`config.mk`:
```
export PLATFORM = sky130hd
export DESIGN_NAME = demux1t8_32_buf
export DESIGN_NICKNAME = d
export VERILOG_FILES = /design/src/rtl/demux1t8_32_buf.sv
export SDC_FILE = /design/constraint.sdc
export NUM_CORES = 1
export LEC_CHECK = 0
export ABC_AREA = 1
export BUFFER_PORTS_ARGS = -buffer_cell sky130_fd_sc_hd__buf_2
export CORE_ASPECT_RATIO = 1.2
export CORE_MARGIN = 2
export CORE_UTILIZATION = 45
export CTS_CLUSTER_SIZE = 28
export DETAILED_ROUTE_END_ITERATION = 12
export HOLD_SLACK_MARGIN = 0.02
export PLACE_DENSITY = 0.72
export SKIP_CTS_REPAIR_TIMING = 1
export SLEW_MARGIN = 0
export SYNTH_ARGS = -nofsm -noshare
export SYNTH_HDL_FRONTEND = slang
export SYNTH_SLANG_ARGS = --single-unit
```
`constraint.sdc`:
```
create_clock -name clk -period 4.8 [get_ports clk]
set_input_delay 0.96 -clock clk [delete_from_list [all_inputs] [get_ports clk]]
set_output_delay 0.96 -clock clk [all_outputs]
set_load 0.01 [all_outputs]
```
`src/rtl/demux1t8_32_buf.sv`:
```
// 1-to-8 write distributor: one write stream is routed by in_sel into eight
// single-entry holding buffers, each drained by its own valid/ready handshake.
module demux1t8_32_buf #(
   parameter int WIDTH = 32,
   parameter int CNT_W = 16
) (
   input  logic               clk,
   input  logic               rst_n,
   input  logic               in_valid,
   input  logic [2:0]         in_sel,
   input  logic [WIDTH-1:0]   in_data,
   output logic               in_ready,
   output logic [7:0]         out_valid,
   input  logic [7:0]         out_ready,
   output logic [8*WIDTH-1:0] out_data,
   output logic [CNT_W-1:0]   blocked_cnt
);

   logic [7:0] full_vec;
   logic       accept;
   logic       blocked;

   // A full buffer still accepts when its sink drains on the same edge.
   assign in_ready = ~full_vec[in_sel] | out_ready[in_sel];
   assign accept   = in_valid & in_ready;
   assign blocked  = in_valid & ~in_ready;

   generate
      for (genvar gi = 0; gi < 8; gi++) begin : g_chan
         logic             full_reg;
         logic             full_next;
         logic [WIDTH-1:0] data_reg;
         logic             hit;

         assign hit = accept && (in_sel == 3'(gi));

         always_comb begin
            full_next = full_reg;
            if (full_reg && out_ready[gi])
               full_next = 1'b0;
            if (hit)
               full_next = 1'b1;
         end

         always_ff @(posedge clk or negedge rst_n) begin
            if (!rst_n) begin
               full_reg <= 1'b0;
               data_reg <= '0;
            end else begin
               full_reg <= full_next;
               if (hit)
                  data_reg <= in_data;
            end
         end

         assign full_vec[gi]                  = full_reg;
         assign out_valid[gi]                 = full_reg;
         assign out_data[WIDTH*gi +: WIDTH]   = data_reg;
      end
   endgenerate

   // Saturating stall counter: holds at all-ones instead of wrapping.
   always_ff @(posedge clk or negedge rst_n) begin
      if (!rst_n)
         blocked_cnt <= '0;
      else if (blocked && (blocked_cnt != {CNT_W{1'b1}}))
         blocked_cnt <= blocked_cnt + 1'b1;
   end

endmodule

```
; ---- After elaboration in Yosys (flattened, before gate mapping)
; Cells that the tools add are included.
[word_totals]
output_inout_bits = 281
elab_cells = 78
register_bits = 280
inputBits = 46
[op_classes]
magnitude_cmp = 1
n_eq_ne = 8
n_addsub = 1
n_reduce_logical = 26
bitwise = 5
muxes = 20
[ops]
columns = operator, count
row1 = 1-bit 2-to-1 mux, 18
row2 = 1-bit logical AND, 17
row3 = 16-bit by 1-bit adder with 16-bit output (second input constant), 1
row4 = 16-bit inequality test (second input constant), 1
row5 = 2-bit nonzero test, 8
row6 = 3-bit == test (second input constant), 4
row7 = 1-bit binary-select mux with 3-bit select, 2
row8 = 3-bit by 2-bit == test with 1-bit output (second input constant), 2
row9 = 3-bit by 4-bit < comparator with 1-bit output (second input constant), 1
row10 = 3-bit by 1-bit == test with 1-bit output (second input constant), 1
row11 = 3-bit logical NOT, 1
row12 = 1-bit AND, 2
row13 = 1-bit inverter, 2
row14 = 1-bit bitwise OR, 1

; ---- Depth between registers and ports, before layout
[logic_depth]
depth_word = 7
ltp_mapped = 12
ltp_nobuf = 10

; ---- Worst setup path before layout
; OpenSTA, ideal clock, no wires.
[synth_timing]
kind = input-to-output
start = input port in_sel[1]
end = output port in_ready
setup_slack_ps = 1848
path_buffers = 2
t_required_ps = 3840
stages = 9
arrival_ps = 1992
cell_sequence = buf_4 > inv_4 > nand2_2 > nor2_1 > nor2_1 > nand3_4 > nand2_4 > buf_2 > inv_1
[synth_via]
elab_chain_cells = 4
elab_cells_between_ends = 6
cone_classes = 4 x mux / 2 x bitwise
[synth_lines]
columns = item, line
row1 = start: declaration, 10  ; input logic [2:0] in_sel,
row2 = 1-bit binary-select mux with 3-bit select, 24  ; assign in_ready = ~full_vec[in_sel] | out_ready[in_sel];
row3 = 1-bit 2-to-1 mux (not written as such), 24
row4 = 1-bit inverter, 24
row5 = 1-bit bitwise OR (*), 24
row6 = end: declaration, 12  ; output logic in_ready,
; Mark *: on every way between the ends. The rest lies on a longest branch, timed or not. The select of a mux whose other input is x is not followed.

; ---- Worst setup path after layout
[layout_timing]
start = input port in_sel[0]
end = output port in_ready
; The elaborated chain is that of the path after synthesis.

==> flow_metrics.py <==
metrics = {
    "sta": {
        "maxSlewViolCount": 0,
        "rsz0062_at_grt": "false",
        "min_period_over_period_pct": 68.3,
        "final.hold.worst_slack_ps": 445,
        "worstMarginPinSlew_ps": 1160,
        "least_setup_slack_across_all_paths_after_layout_ps": 1520,
        "fin_setup_tns_ps": 0,
        "setup_viol": 0,
        "slew_headroom_pct": 22.5,
        "finalHoldViolations": 0,
        "finalCriticalPeriod_ps": 3280,
        "max_freq_mhz": 305,
        "finClkSkew_ps": 9.92,
    },
    "global_route": {
        "initial_antenna_violation_count": 0,
        "vias_in_the_first_global_route": 10200,
        "grt-ovfl-total": 0,
        "grt_pass1_wl_microns": 58500,
        "globalRouteTotalUtil_pct": 26.4,
        "grt_start_max_net_pins": 109,
    },
    "clock_tree": {
        "tritoncts_clock_tree": "built",
        "clk_pin_slew_worst_paths_ps": 70,
        "cts-buffers-inserted": 28,
        "cts_root_buffer": "sky130_fd_sc_hd__clkbuf_16",
        "htreeDepth": 1,
        "cts.sinks": 280,
        "clock_insertion_delay_worst_skew_ps": 540,
        "max-clock-path-buffers": 3,
    },
    "floorplanning": {
        "initial_utilization_pct": 45.4,
        "core_area_sq_um": 26200,
        "fp.dieArea_sq_um": 27800,
        "row_cnt": 65,
        "dieWidth_microns": 152,
        "io-pin-count": 327,
        "die_y_microns": 182,
    },
    "synth": {
        "synthesis.yosys.warnings": 0,
        "syn-mean-instance-area_sq_um": 8.78,
        "post_synthesis_register_bit_count": 280,
        "synthesis.area_sq_um": 11900,
        "post_synth_num_cell_types": 23,
        "synth.yosys.seq_area_share_pct": 58.9,
        "number_of_enable_flip_flop_cells_after_synthesis": 0,
        "synth.net_count": 1402,
        "dominantRegCellSynth": "sky130_fd_sc_hd__dfrtp_1",
        "synthesis.instances": 1355,
        "synth_async_sr_flop_share_pct": 100,
    },
    "setup_path": {
        "crit_path_start_kind": "primary input",
        "critical_path.slowest_cell": "sky130_fd_sc_hd__nand2_4",
        "cp_data_required_time_ps": 3840,
        "timing.critical_path.arrival_ps": 2320,
        "path_class": "primary input to primary output",
        "ff_to_ff_start": "blocked_cnt[0]",
        "timing.critical_path.to_type": "primary output",
        "timing.reg2reg.worst_path_depth": 9,
        "crit_path_start": "in_sel[0]",
        "cpPeakStageDelay_ps": 270,
        "setup.reg_to_reg.worst_slack_ps": 2050,
        "crit_fanout": 19,
        "crit_chain": "buf_2, inv_1, nand2_2, nor2_2, nor2_2, nand3_4, nand2_4, inv_1, buf_2",
    },
    "drt": {
        "antenna_violating_nets_post_route": 0,
        "vias": 10400,
        "route.detailed.drc": 0,
        "vias_per_cell": 5.30,
        "route.met3.wl_microns": 2560,
        "dr_wl_met2_microns": 18500,
        "highest_layer": "met4",
        "drtPass1Iterations": 5,
        "routedWlPerCell_microns": 19.0,
        "initialDrtViolationCount": 856,
        "detail_route.wirelength_microns": 37400,
        "met1_wirelength_microns": 14700,
    },
    "finish": {
        "final_layout_size_suffix_gt1_share_pct": 25.4,
        "num_antenna_cells": 0,
        "final_nets": 1658,
        "nFillCells": 2383,
        "post_route_insts_no_fill": 1967,
        "largest_register_ffs": 256,
        "area_growth_syn_to_layout_pct": 21.7,
    },
    "power_and_ir_drop": {
        "report.power.total_w": 0.00720,
        "power_per_cell_area_nw_per_um2": 498,
        "leakage_component_of_the_power_nw": 8.21,
        "vdd_drop_max_mv": 0.223,
    },
    "place": {
        "preCtsSetupSlack_ps": 1410,
        "numPortBuffers": 326,
        "routabilityCongestion": 0.860,
        "place_hpwl_microns": 24000,
        "post-place-cells": 1916,
    },
    "run_status": {
        "run_status": "finished, final reports clean",
    },
    "job": {
        "maxCapViolCount": 0,
    },
    "hold_path": {
        "hold_crit_class": "primary input to async pin",
    },
}
[synthesized netlist by cell type (9+ instances only)]
cell	count	area share [%]
sky130_fd_sc_hd__clkbuf_2	32	1.3
sky130_fd_sc_hd__nand4_1	9	0.47
sky130_fd_sc_hd__nand3_1	283	12
sky130_fd_sc_hd__nor2_1	24	0.76
sky130_fd_sc_hd__inv_1	18	0.57
sky130_fd_sc_hd__nand2_1	586	18
sky130_fd_sc_hd__buf_6	28	2.7
sky130_fd_sc_hd__dfrtp_1	280	59
sky130_fd_sc_hd__clkbuf_1	25	0.79
sky130_fd_sc_hd__buf_4	10	0.63
sky130_fd_sc_hd__buf_2	27	1.1
[routing by layer]
layer / global-route usage [%] / vias to the layer above
met2: 44.8 / 475
met1: 34.2 / 5050
met3: 4.01 / 87
li1: - / 4806
met5: 0 / -
met4: 10.6 / 0
[critical path, delay by kind of cell]
family / cells / cell delay [ps]
buffers and inverters: 4 / 560
and+or+nand+nor: 5 / 780
[layout by cell type (no fill, tap or decap), drive strengths merged]
master,netlist,layout
nand3,285,285
nor2,27,27
o21ai,6,6
inv,19,19
nand2,590,590
clkinvlp,0,1
xnor2,7,7
clkbuf,57,34
buf,65,348
xor2,7,7
clkinv,0,9
a21oi,1,1
ha,1,1
nor3,1,1
dfrtp,280,280
bufinv,0,7
nand4,9,9
[final timing paths]
check / to
worst max-delay path: in_ready
worst min-delay path: g_chan[3].data_reg[6]
worst max register to register: blocked_cnt[15]
worst min register to register: g_chan[3].data_reg[13]
max in group asynchronous: g_chan[0].data_reg[30]
min in group clk: g_chan[3].data_reg[13]
[through the flow]
step	util, %	area, sq um
2_1_floorplan	-	11900
3_3_place_gp	51.3	13400
3_5_place_dp	51.3	13400
4_1_cts	55.3	14500
5_1_grt	55.3	14500
6_report	55.3	14500
[cell type report]
class / count / area [sq um] / area share [%]
sequential: 280 / 7010 / 48.4
multi-input combinational: 934 / 4100 / 28.3
timing repair buffer: 348 / 1840 / 12.7
clock buffer: 34 / 774 / 5.35
tap: 335 / 419 / 2.89
clock inverter: 17 / 267 / 1.84
inverter: 19 / 73.8 / 0.510
[power by group]
group          total, W  switching, W  internal (W)  leakage [nW]
clock           0.00246      0.000939       0.00152         0.516
combinational   0.00160       0.00100      0.000600          4.15
sequential      0.00314      0.000283       0.00286          3.54
total           0.00720       0.00223       0.00498          8.21
[kinds of logic after synthesis]
logic type	count (synthesis)	synth area share (%)
buffers and inverters	141	7.17
DFF	280	58.9
AOI/OAI and AO/OA	7	0.294
adders and majority gates	1	0.105
xor gates and xnor gates	14	1.03
and+or+nand+nor	912	32.5
(Power assumes the default switching activity.)
